`src/rtl/alu_pkg.sv`:
```
// ---------------------------------------------------------------------------
// Package: alu_pkg
// Purpose : Shared constants for the FYsMIPScpu execute-stage ALU.
//           Holds the data/shift-amount widths, the ALUOp encodings and the
//           shifter mode encodings used between alu and alu_shifter.
// Contents:
//   DW, SAW, OPW        data width, shift-amount width, opcode width
//   ALU_ADD..ALU_LUI    ALUOp encodings (1100-1111 are unused)
//   shift_mode_e        barrel-shifter direction/type select
// ---------------------------------------------------------------------------
package alu_pkg;

    localparam int DW  = 32;
    localparam int SAW = 5;
    localparam int OPW = 4;

    localparam logic [OPW-1:0] ALU_ADD  = 4'b0000;
    localparam logic [OPW-1:0] ALU_SUB  = 4'b0001;
    localparam logic [OPW-1:0] ALU_SLL  = 4'b0010;
    localparam logic [OPW-1:0] ALU_OR   = 4'b0011;
    localparam logic [OPW-1:0] ALU_AND  = 4'b0100;
    localparam logic [OPW-1:0] ALU_SLTU = 4'b0101;
    localparam logic [OPW-1:0] ALU_SLT  = 4'b0110;
    localparam logic [OPW-1:0] ALU_XOR  = 4'b0111;
    localparam logic [OPW-1:0] ALU_SRL  = 4'b1000;
    localparam logic [OPW-1:0] ALU_SRA  = 4'b1001;
    localparam logic [OPW-1:0] ALU_NOR  = 4'b1010;
    localparam logic [OPW-1:0] ALU_LUI  = 4'b1011;

    typedef enum logic [1:0] {
        SH_SLL = 2'b00,
        SH_SRL = 2'b01,
        SH_SRA = 2'b10
    } shift_mode_e;

endpackage

```
`src/rtl/alu_shifter.sv`:
```
// ---------------------------------------------------------------------------
// Module : alu_shifter
// Purpose: Combinational 32-bit barrel shifter for SLL, SRL and SRA.
// Ports  :
//   b       in   DW   value to be shifted
//   shamt   in   SAW  shift amount (0 passes b through unchanged)
//   mode    in   2    shift_mode_e: SLL, SRL (logical), SRA (arithmetic)
//   shifted out  DW   shifted value
// ---------------------------------------------------------------------------
module alu_shifter
    import alu_pkg::*;
(
    input  logic [DW-1:0]  b,
    input  logic [SAW-1:0] shamt,
    input  logic [1:0]     mode,
    output logic [DW-1:0]  shifted
);

    always_comb begin
        shifted = b << shamt;
        case (mode)
            SH_SRL:  shifted = b >> shamt;
            SH_SRA:  shifted = $unsigned($signed(b) >>> shamt);
            default: shifted = b << shamt;
        endcase
    end

endmodule

```
`src/rtl/alu.sv`:
```
// ---------------------------------------------------------------------------
// Module : alu
// Purpose: 32-bit MIPS-style integer ALU for the FYsMIPScpu execute stage.
//          Selects operands, applies one of 12 ops chosen by ALUOp and
//          registers the result and zero flag (1-cycle latency).
// Configuration macro: ALU_OVERFLOW_EN
//          When defined, adds a registered 'overflow' output flagging signed
//          overflow of ADD/SUB. When undefined the port and logic are absent.
// Ports  :
//   clk        in   1   rising-edge clock
//   rst_n      in   1   synchronous active-low reset
//   ALUSrcA    in   1   0: A=ReadData1, 1: A={27'b0,sa}
//   ALUSrcB    in   1   0: B=ReadData2, 1: B=extend
//   ReadData1  in   32  register rs value
//   ReadData2  in   32  register rt value
//   sa         in   5   instruction shift-amount field
//   extend     in   32  extended immediate
//   ALUOp      in   4   operation select
//   zero       out  1   registered (result == 0)
//   result     out  32  registered ALU result
//   overflow   out  1   registered signed ADD/SUB overflow (ALU_OVERFLOW_EN)
// ---------------------------------------------------------------------------
module alu
    import alu_pkg::*;
(
    input  logic            clk,
    input  logic            rst_n,
    input  logic            ALUSrcA,
    input  logic            ALUSrcB,
    input  logic [DW-1:0]   ReadData1,
    input  logic [DW-1:0]   ReadData2,
    input  logic [SAW-1:0]  sa,
    input  logic [DW-1:0]   extend,
    input  logic [OPW-1:0]  ALUOp,
`ifdef ALU_OVERFLOW_EN
    output logic            overflow,
`endif
    output logic            zero,
    output logic [DW-1:0]   result
);

    logic [DW-1:0] op_a;
    logic [DW-1:0] op_b;
    logic [DW-1:0] sum;
    logic [DW-1:0] diff;
    logic [DW-1:0] shifted;
    logic [1:0]    shift_mode;
    logic [DW-1:0] next_result;
    logic          next_ovf;

    assign op_a = ALUSrcA ? {{(DW-SAW){1'b0}}, sa} : ReadData1;
    assign op_b = ALUSrcB ? extend : ReadData2;
    assign sum  = op_a + op_b;
    assign diff = op_a - op_b;

    // Only the low SAW bits of A ever reach the shifter.
    always_comb begin
        shift_mode = SH_SLL;
        case (ALUOp)
            ALU_SRL: shift_mode = SH_SRL;
            ALU_SRA: shift_mode = SH_SRA;
            default: shift_mode = SH_SLL;
        endcase
    end

    alu_shifter u_shifter (
        .b       (op_b),
        .shamt   (op_a[SAW-1:0]),
        .mode    (shift_mode),
        .shifted (shifted)
    );

    // Signed overflow: operands agree in sign (ADD) or differ (SUB) and the
    // wrapped result's sign differs from A.
    always_comb begin
        next_result = '0;
        next_ovf    = 1'b0;
        case (ALUOp)
            ALU_ADD: begin
                next_result = sum;
                next_ovf    = (op_a[DW-1] == op_b[DW-1]) && (sum[DW-1] != op_a[DW-1]);
            end
            ALU_SUB: begin
                next_result = diff;
                next_ovf    = (op_a[DW-1] != op_b[DW-1]) && (diff[DW-1] != op_a[DW-1]);
            end
            ALU_SLL:  next_result = shifted;
            ALU_OR:   next_result = op_a | op_b;
            ALU_AND:  next_result = op_a & op_b;
            ALU_SLTU: next_result = {{(DW-1){1'b0}}, (op_a < op_b)};
            ALU_SLT:  next_result = {{(DW-1){1'b0}}, ($signed(op_a) < $signed(op_b))};
            ALU_XOR:  next_result = op_a ^ op_b;
            ALU_SRL:  next_result = shifted;
            ALU_SRA:  next_result = shifted;
            ALU_NOR:  next_result = ~(op_a | op_b);
            ALU_LUI:  next_result = {op_b[15:0], 16'b0};
            default: begin
                next_result = '0;
                next_ovf    = 1'b0;
            end
        endcase
    end

`ifdef ALU_OVERFLOW_EN
    always_ff @(posedge clk) begin
        if (!rst_n) begin
            overflow <= 1'b0;
        end else begin
            overflow <= next_ovf;
        end
    end
`else
    logic unused_ovf;
    assign unused_ovf = next_ovf;
`endif

    // zero is derived from next_result so it always matches result.
    always_ff @(posedge clk) begin
        if (!rst_n) begin
            result <= '0;
            zero   <= 1'b1;
        end else begin
            result <= next_result;
            zero   <= (next_result == '0);
        end
    end

endmodule

```
`config.mk`:
```
export PLATFORM = sky130hd
export DESIGN_NAME = alu
export DESIGN_NICKNAME = d
export VERILOG_FILES = /design/src/rtl/alu_pkg.sv /design/src/rtl/alu_shifter.sv /design/src/rtl/alu.sv
export SDC_FILE = /design/constraint.sdc
export NUM_CORES = 1
export LEC_CHECK = 0
export CORE_UTILIZATION = 30
export DETAILED_ROUTE_END_ITERATION = 12
export PLACE_DENSITY_LB_ADDON = 0.2
export RECOVER_POWER = 50
export SETUP_SLACK_MARGIN = 0.15
export SYNTH_ARGS = -nofsm -noshare
export SYNTH_HDL_FRONTEND = slang
export SYNTH_SLANG_ARGS = --single-unit
export TNS_END_PERCENT = 5
```
`constraint.sdc`:
```
create_clock -name clk -period 18.1 [get_ports clk]
set_clock_uncertainty 0.1 [all_clocks]
set_input_delay 5.43 -clock clk [delete_from_list [all_inputs] [get_ports clk]]
set_output_delay 5.43 -clock clk [all_outputs]
set_load 0.02 [all_outputs]
```
==> results of run 1 <==
how the worst min path moves through the flow:
stage	startpoint	to	slack, ns	cells past startpoint
6_report	rst_n	zero$_SDFF_PN1_	6.02	2
5_1_grt	rst_n	zero$_SDFF_PN1_	6.02	2
4_1_cts	rst_n	zero$_SDFF_PN1_	5.99	2
3_5_place_dp	result[18]$_SDFF_PN0_	result[18]	6.13	1
3_3_place_gp	result[25]$_SDFF_PN0_	result[25]	6.12	1
2_1_floorplan	rst_n	result[19]$_SDFF_PN0_	5.45	1
state kept, by name (all words and copies together) (netlist names):
register,count
result,32
zero,1
power breakdown:
part	leakage, nW	switching (W)	total (W)	internal (W)
logic	5.14	0.000337	0.000509	0.000172
registers	0.272	0.00000146	0.0000816	0.0000802
clock network	0.0841	0.0000276	0.0000961	0.0000686
total	5.50	0.000366	0.000686	0.000321
cells in the mapped netlist, drive strengths merged, types with 28 or more instances:
cell type  count  area share (%)
clkbuf        76             2.4
dfxtp         33             5.6
nand3         29             1.2
nand2        132             4.2
a221oi        30             2.3
buf           50             2.7
ha            98              10
mux2i        127              12
nor2b         37             2.0
a21oi        133             5.7
nor2         196             6.3
inv           96             3.1
o21ai         92             3.9
o22ai         46             2.5
nand2b        28             1.5
a211oi        38             2.4
nor3          49             2.1
layout make-up:
type / instances / share of cell area (%)
multi-input combinational: 1451 / 74.4
timing repair buffer: 175 / 12.1
sequential: 33 / 4.84
tap: 518 / 4.75
inverter: 96 / 2.64
clock buffer: 7 / 1.04
clock inverter: 1 / 0.220
routing by layer:
metal	vias to the layer above	GRT usage [%]
met4	2	12.7
met1	7131	43.3
met5	-	0
met3	168	4.84
met2	1028	46.8
li1	6563	-
logic make-up after synthesis:
logic type,after synthesis,share of synthesized area (%)
AO/OA/AOI/OAI,617,37.0
multiplexers,137,13.6
XOR/XNOR,15,1.12
buffers and inverters,222,8.21
flip-flops,33,5.63
adder cells (fa/ha/maj),100,10.8
AND/OR/NAND/NOR,582,23.7
metrics by stage:
| stage | instances | setup WS, ns | cell area, sq um |
|---|---|---|---|
| after global routing | 2281 | 6.55 | 13700 |
| after CTS | 2281 | 7.00 | 13700 |
| final | 2281 | 6.80 | 13700 |
| after detailed placement | 2273 | 6.71 | 13500 |
| after floorplan | 1706 | 8.31 | 11700 |
| after global placement | 2273 | 6.95 | 13500 |
layout by cell type, fill, tap and decap left out, types with 29 or more instances in the layout:
cell type                         instances
sky130_fd_sc_hd__inv_1                   83
sky130_fd_sc_hd__o21ai_0                 90
sky130_fd_sc_hd__dlygate4sd3_1           33
sky130_fd_sc_hd__buf_4                   34
sky130_fd_sc_hd__mux2i_1                100
sky130_fd_sc_hd__a211oi_1                38
sky130_fd_sc_hd__nand2_1                132
sky130_fd_sc_hd__ha_1                    98
sky130_fd_sc_hd__clkdlybuf4s50_1        106
sky130_fd_sc_hd__nor2_1                 195
sky130_fd_sc_hd__a21oi_1                133
sky130_fd_sc_hd__nand3_1                 29
sky130_fd_sc_hd__o22ai_1                 46
sky130_fd_sc_hd__nor2b_1                 37
sky130_fd_sc_hd__nor3_1                  47
sky130_fd_sc_hd__dfxtp_1                 33
==> results.toml, run 1 <==
[sta]
max-slew-margin-rel_pct = 25.8
timing_hold_violations_final = 0
worst_slew_pin_slew_ns = 1.11
timing.fmax_ghz = 0.0885
timing.final.crit_period_ns = 11.30
rsz_0062_raised_after_global_routing = "false"
number_of_pins_with_negative_max_slew_slack_in_the_final_report = 0
totalNegativeSetupSlack_ns = 0
number_of_setup_violations_in_the_final_report = 0
hold_ws_ns = 6.02
final_min_period_over_clock_period_pct = 62.4

[worst_setup_path]
crit_path_end = "zero$_SDFF_PN1_"
cpLargestDelayFamily = "compound AO/OA/AOI/OAI gates"
critPathMaxStageDelay_ns = 0.59
worst_path_most_repeated_cell = "sky130_fd_sc_hd__buf_4"
critical_path_arrival_ns = 11.37
setup.worst_path.class = "input pin to register"
crit_chain = "buf_2, buf_4, mux2i_4, buf_4, inv_2, ha_1, fa_1, a21o_1, a221oi_1, or4_1, a311oi_1, o2111ai_1, mux2_2, a2111oi_0, o221ai_1, inv_1, nand3_1, o41ai_2"
worst_setup_path_start_kind = "input pin"
worst-path-max-fanout = 47
timing.critical_path.required_ns = 18.18
cp-end-kind = "register"
critPathSlowestCell = "sky130_fd_sc_hd__a221oi_1"
critical_path_cell_count = 18
cp.buffers_inverters = 5
cp-startpoint = "ALUSrcA"

[synth]
yosysUniqueCellTypes = 91
synth_async_sr_flop_share_pct = 0
synth_edf_count = 0
synthesis.area_sq_mm = 0.0117
synth.yosys.seq_area_share_pct = 5.63
synth_flop_type = "sky130_fd_sc_hd__dfxtp_1"
synth_fp_nets = 1915
postSynthRegisterBits = 33
warnings_from_yosys = 0
syn_avg_cell_area_sq_um = 6.87
synthCells = 1706

[route]
post_drt_wl_per_cell_um = 27.9
detailroute.wirelength.met3_mm = 6.56
met2_wirelength_mm = 26.9
vias_per_cell = 6.53
wl_met1_mm = 27.1
top_signal_layer_used = "met5"
drt_drc_violations_left = 0
route.vias.total = 14900
detailedRoute.firstPassIterationCount = 6
drtAntennaViolNets = 0
detailedRoute.firstIterationViolations = 2419
routed_wire_length_mm = 63.6

[cts]
clock_path_buffers = 2
ctsHoldBuffers = 0
path_clk_slew_ns = 0.05
post_cts_resized = 0
tritoncts_num_sinks = 33
cts-buffers-inserted = 5
cts_tree = "built"
cts.repair_timing.setup_buffer_count = 0
clock_tree.root_cell = "sky130_fd_sc_hd__clkbuf_16"
h-tree-depth = 2

[global_routing]
grt_antenna_before_repair = 1
grt_start_max_net_pins = 48
gr-total-overflow = 0
grt_usage_pct = 31.0
first_global_vias = 13600
grt_pass1_wl_mm = 91.7

[power]
worst_ir_drop_on_vdd_mv = 0.0289
static_leakage_nw = 5.50
p_per_area_mw_per_mm2 = 50.3
report.power.total_w = 0.000686

[layout]
area_delta_synth_final_pct = 16.5
final.fill_count = 4218
antenna_diode_instance_count = 0
sequential_cell_area_sq_um = 661
final_layout_size_suffix_gt1_share_pct = 7.43
fin_nets = 1971
final_core_utilization_pct = 35.4
area_of_the_multi_input_gates_sq_mm = 0.0102

[floorplan]
num_io_pins = 142
dieWidth_um = 200
die_height_um = 200
start_util_pct = 30.4
full_die_area_sq_mm = 0.0399
core_area_sq_mm = 0.0386
rows = 72

[placement]
buffer_ports.inserted = 141
routabilityCongestion = 1.04
hpwl_mm = 49.6

[worst_hold_path]
hp-class = "input pin to register"

[status]
run_status = "finished, final reports clean"

[job]
max-cap-violations = 0
(Power assumes the default switching activity.)
==> run 2: changes to the inputs <==
Clock period 18.1 ns to 9.7 ns, I/O delays scaled along.
==> results.toml, run 2 (synthesis results as in run 1) <==
[status]
run_status = "complete, but fails checks"
violated_checks = "DRC"

[sta]
timing.fmax_ghz = 0.124
hold_ws_ns = 3.40
worst_slew_pin_slew_ns = 1.06
number_of_pins_with_negative_max_slew_slack_in_the_final_report = 0
post-route-worst-setup-slack_ns = 1.61
timing_hold_violations_final = 0
final_min_period_over_clock_period_pct = 83.4
number_of_setup_violations_in_the_final_report = 0
max-slew-margin-rel_pct = 28.2
timing.final.crit_period_ns = 8.09
rsz_0062_raised_after_global_routing = "false"
totalNegativeSetupSlack_ns = 0

[cts]
tritoncts_num_sinks = 33
cts.repair_timing.setup_buffer_count = 0
clock_path_buffers = 2
post_cts_resized = 0
ctsHoldBuffers = 0
clock_tree.root_cell = "sky130_fd_sc_hd__clkbuf_16"
cts-buffers-inserted = 5
path_clk_slew_ns = 0.05
cts_tree = "built"
h-tree-depth = 2

[worst_hold_path]
timing.hold.worst.start = "ALUSrcB"
hold_depth = 7
hp-class = "input pin to register"
hold_path_end = "result[16]$_SDFF_PN0_"

[layout]
antenna_diode_instance_count = 0
number_of_flip_flops_in_the_largest_register = 32
area_delta_synth_final_pct = 17.1
finish.cell_count_without_fillers = 2293
layout.cells.most_common = "sky130_fd_sc_hd__nor2_1"
layout.cells.most_common_list = "sky130_fd_sc_hd__nor2_1, sky130_fd_sc_hd__a21oi_1, sky130_fd_sc_hd__nand2_1"
final_layout_size_suffix_gt1_share_pct = 8.06
fin_nets = 1983
largestRegisters = "result x32, zero x1"
largest-register = "result"

[placement]
placed_cells = 2285
dp_slack_ns = 1.43
buffer_ports.inserted = 141
routabilityCongestion = 1.03
hpwl_mm = 54.0

[power]
static_leakage_nw = 5.55
worst_ir_drop_on_vdd_mv = 0.0552
p_per_area_mw_per_mm2 = 93.5
report.power.total_w = 0.00128

[global_routing]
gr-total-overflow = 0
grt_pass1_wl_mm = 97.0
grt_antenna_before_repair = 1
grt_usage_pct = 33.3
grt_start_max_net_pins = 45
first_global_vias = 13700

[floorplan]
full_die_area_sq_mm = 0.0399
die_height_um = 200
start_util_pct = 30.4
rows = 72
core_area_sq_mm = 0.0386
num_io_pins = 142
dieWidth_um = 200

[route]
wl_met1_mm = 28.4
met2_wirelength_mm = 30.2
top_signal_layer_used = "met4"
route.vias.total = 14900
drtAntennaViolNets = 0
detailedRoute.firstPassIterationCount = 10
routed_wire_length_mm = 67.8
drt_drc_violations_left = 1
vias_per_cell = 6.51
detailedRoute.firstIterationViolations = 2010
detailroute.wirelength.met3_mm = 5.99
post_drt_wl_per_cell_um = 29.6

[worst_setup_path]
critical_path_arrival_ns = 8.16
worst_setup_path_start_kind = "input pin"
setup.worst_path.class = "input pin to register"
worst-path-max-fanout = 30
cp-end-kind = "register"
timing.critical_path.required_ns = 9.77

[job]
max-cap-violations = 0
-- run 2: cell types whose count changed in the layout (fill, tap and decap cells not counted), sizes merged --
cell	change
clkinv	+1
bufinv	-1
buf	+12
-- run 2: layout make-up --
type                            count  area (sq um)
Fill cell                        4279         24800
Timing Repair Buffer              187          1750
Clock buffer                        7           153
Sequential cell                    33           661
Clock inverter                      1          5.00
Inverter                           96           360
Tap cell                          518           648
Multi-Input combinational cell   1451         10200
-- run 2: report_power, final --
part           total, W  switching, W  internal, W
clock network  0.000161     0.0000528     0.000108
logic          0.000971      0.000645     0.000326
registers      0.000152    0.00000257     0.000150
total           0.00128      0.000700     0.000584
-- run 2: metrics by stage --
stage | cell area [sq um] | util [%]
finish | 13700 | 35.6
global route | 13700 | 35.6
CTS | 13700 | 35.6
detailed placement | 13600 | 35.2
global placement | 13600 | 35.2
floorplan | 11700 | -
-- run 2: worst max-delay path, cell delays in order --
cell                        delay [ns]
sky130_fd_sc_hd__buf_2            0.13
sky130_fd_sc_hd__buf_4            0.61
sky130_fd_sc_hd__mux2i_2          0.66
sky130_fd_sc_hd__inv_1            0.23
sky130_fd_sc_hd__ha_1             0.30
sky130_fd_sc_hd__a21o_1           0.23
sky130_fd_sc_hd__a2111oi_2        0.54
sky130_fd_sc_hd__o31ai_1          0.30
sky130_fd_sc_hd__o21ai_0          0.34
sky130_fd_sc_hd__a31oi_1          0.15
sky130_fd_sc_hd__o21ai_0          0.26
sky130_fd_sc_hd__nand2b_1         0.16
sky130_fd_sc_hd__a311oi_1         0.53
sky130_fd_sc_hd__mux2i_1          0.30
sky130_fd_sc_hd__nand2_1          0.11
sky130_fd_sc_hd__o41ai_2          0.38
-- run 2: metal layers --
metal  global-route usage (%)  vias up
li1                         -     6576
met1                     44.4     7247
met2                     53.4      948
met3                     4.25      156
met4                     14.1        0
met5                        0        -
-- run 2: worst max-delay path by stage --
stage / startpoint / to / slack (ns)
final: ALUSrcB / zero$_SDFF_PN1_ / 1.61
after global routing: ALUSrcB / zero$_SDFF_PN1_ / 1.32
after CTS: ALUSrcB / zero$_SDFF_PN1_ / 1.69
after detailed placement: ALUSrcB / zero$_SDFF_PN1_ / 1.43
after global placement: ALUSrcB / zero$_SDFF_PN1_ / 1.50
after floorplan: ALUSrcA / zero$_SDFF_PN1_ / 2.43
==> run 3: changes to the inputs <==
Clock period 9.7 ns to 7.5 ns, I/O delays scaled along.
==> results.toml, run 3 (synthesis results as in run 1) <==
[layout]
largest-register = "result"
final_core_utilization_pct = 37.4
antenna_diode_instance_count = 0
largestRegisters = "result x32, zero x1"
number_of_flip_flops_in_the_largest_register = 32
layout.cells.most_common = "sky130_fd_sc_hd__nor2_1"
area_delta_synth_final_pct = 23.0
final_layout_size_suffix_gt1_share_pct = 12.3
final_cell_area_sq_mm = 0.0144
fin_nets = 2066
layout.cells.most_common_list = "sky130_fd_sc_hd__nor2_1, sky130_fd_sc_hd__a21oi_1, sky130_fd_sc_hd__nand2_1"

[route]
post_drt_wl_per_cell_um = 28.7
routed_wire_length_mm = 68.2
drt_drc_violations_left = 0
detailedRoute.firstPassIterationCount = 8
vias_per_cell = 6.39
drtAntennaViolNets = 0
detailedRoute.firstIterationViolations = 1828
route.vias.total = 15200

[cts]
h-tree-depth = 2
path_clk_slew_ns = 0.05
tritoncts_num_sinks = 33
clock_tree.root_cell = "sky130_fd_sc_hd__clkbuf_16"
cts.repair_timing.setup_buffer_count = 0
clock_path_buffers = 2
cts-buffers-inserted = 5
cts_tree = "built"

[power]
worst_ir_drop_on_vdd_mv = 0.0985
power.switching_w = 0.000916
power.share.switching_pct = 52.6
p_seq_share_pct = 11.3
static_leakage_nw = 5.97
comb_power_share_pct = 75.3
p_per_area_mw_per_mm2 = 121
clock_power_share_pct = 13.5
cell_internal_pwr_w = 0.000824

[status]
run_status = "finished, final reports clean"

[worst_hold_path]
timing.hold.worst.start = "rst_n"
hp-class = "input pin to register"
hold_depth = 2
hold_path_end = "zero$_SDFF_PN1_"

[placement]
routabilityCongestion = 1.02
placed_area_sq_mm = 0.0142
hpwl_mm = 55.5
dp_slack_ns = 0.133
buffer_ports.inserted = 141

[worst_setup_path]
worst_setup_path_start_kind = "input pin"
cp-end-kind = "register"
setup.worst_path.class = "input pin to register"
timing.critical_path.required_ns = 7.57
critical_path_arrival_ns = 7.15
worst-path-max-fanout = 31

[global_routing]
gr-total-overflow = 0
grt_start_max_net_pins = 45
grt_usage_pct = 33.6
first_global_vias = 13800
grt_pass1_wl_mm = 97.3
grt_antenna_before_repair = 0

[sta]
timing_hold_violations_final = 0
timing.final.crit_period_ns = 7.08
number_of_setup_violations_in_the_final_report = 0
totalNegativeSetupSlack_ns = 0
rsz_0062_raised_after_global_routing = "false"
number_of_pins_with_negative_max_slew_slack_in_the_final_report = 0
post-route-worst-setup-slack_ns = 0.421
timing.fmax_ghz = 0.141
max-slew-margin-rel_pct = 29.1
final_min_period_over_clock_period_pct = 94.4
worst_slew_pin_slew_ns = 1.04

[floorplan]
full_die_area_sq_mm = 0.0399
dieWidth_um = 200
num_io_pins = 142
start_util_pct = 30.4
core_area_sq_mm = 0.0386
die_height_um = 200
rows = 72

[job]
max-cap-violations = 0
==> run 3: cell count changes in the layout (fill, tap and decap cells not counted) <==
cell / delta
sky130_fd_sc_hd__clkbuf_8: -1
sky130_fd_sc_hd__a221oi_2: +1
sky130_fd_sc_hd__clkinv_2: -1
sky130_fd_sc_hd__a311oi_2: +1
sky130_fd_sc_hd__clkinvlp_4: +1
sky130_fd_sc_hd__buf_12: +3
sky130_fd_sc_hd__a221oi_1: -1
sky130_fd_sc_hd__bufinv_16: +1
sky130_fd_sc_hd__buf_4: +80
sky130_fd_sc_hd__a311oi_1: -1
==> run 3: worst max-delay path: stages <==
cell	delay, ns
sky130_fd_sc_hd__clkdlybuf4s50_1	0.65
sky130_fd_sc_hd__mux2_4	0.28
sky130_fd_sc_hd__buf_4	0.46
sky130_fd_sc_hd__mux2i_1	0.45
sky130_fd_sc_hd__o22ai_1	0.16
sky130_fd_sc_hd__nor2_1	0.30
sky130_fd_sc_hd__o22ai_1	0.18
sky130_fd_sc_hd__a2111oi_0	0.96
sky130_fd_sc_hd__buf_4	0.24
sky130_fd_sc_hd__o21ai_0	0.20
sky130_fd_sc_hd__nor4_1	0.29
sky130_fd_sc_hd__and4_1	0.25
sky130_fd_sc_hd__nand4_1	0.13
sky130_fd_sc_hd__o41ai_2	0.33
==> run 3: worst max path at each step <==
stage                        from               to  slack, ns  cells past startpoint
after floorplan           ALUSrcA  zero$_SDFF_PN1_       0.89                     19
after global placement    ALUSrcB  zero$_SDFF_PN1_       0.22                     14
after detailed placement  ALUSrcB  zero$_SDFF_PN1_       0.13                     14
after CTS                 ALUSrcB  zero$_SDFF_PN1_       0.41                     14
after global routing      ALUSrcB  zero$_SDFF_PN1_       0.18                     14
final                       sa[2]  zero$_SDFF_PN1_       0.42                     14
==> run 3: final cells by class <==
cell class              instances  area, sq um
well taps                     518          648
multi-input cells            1451        10200
clock inverters                 2         37.5
flip-flops and latches         33          661
fillers                      4201        24100
repair buffers                270         2410
clock buffers                   6          139
inverters                      96          360
==> run 3: power groups by stage <==
stage	Clock, W	Combinational [W]	Sequential [W]
after floorplan	0	0.000727	0.000225
after global placement	0	0.00127	0.000201
after detailed placement	0	0.00127	0.000201
after CTS	0.000241	0.00127	0.000197
after global routing	0.000247	0.00137	0.000198
final	0.000234	0.00131	0.000196
==> run 3: metrics by stage <==
stage / hold WS [ns] / std cells / total power (W)
final: 2.76 / 2376 / 0.00174
after global placement: 2.94 / 2368 / 0.00147
after detailed placement: 2.94 / 2368 / 0.00147
after floorplan: 2.27 / 1706 / 0.000952
after CTS: 2.78 / 2376 / 0.00171
after global routing: 2.82 / 2376 / 0.00182
==> run 3: repair_timing <==
action / 4_1_cts / 5_1_grt
setup endpoints to repair: 0 / 1
gates resized for setup: 0 / 2
hold buffers: 0 / 0
hold endpoints to repair: 0 / 0
==> run 3: per-layer routing <==
layer / wire length [um] / track usage [%] / vias to the layer above
met2: 30100 / 53.4 / 940
li1: - / - / 6757
met3: 5340 / 3.09 / 164
met4: 3190 / 13.6 / 0
met1: 29600 / 46.2 / 7326
met5: 0 / 0 / -
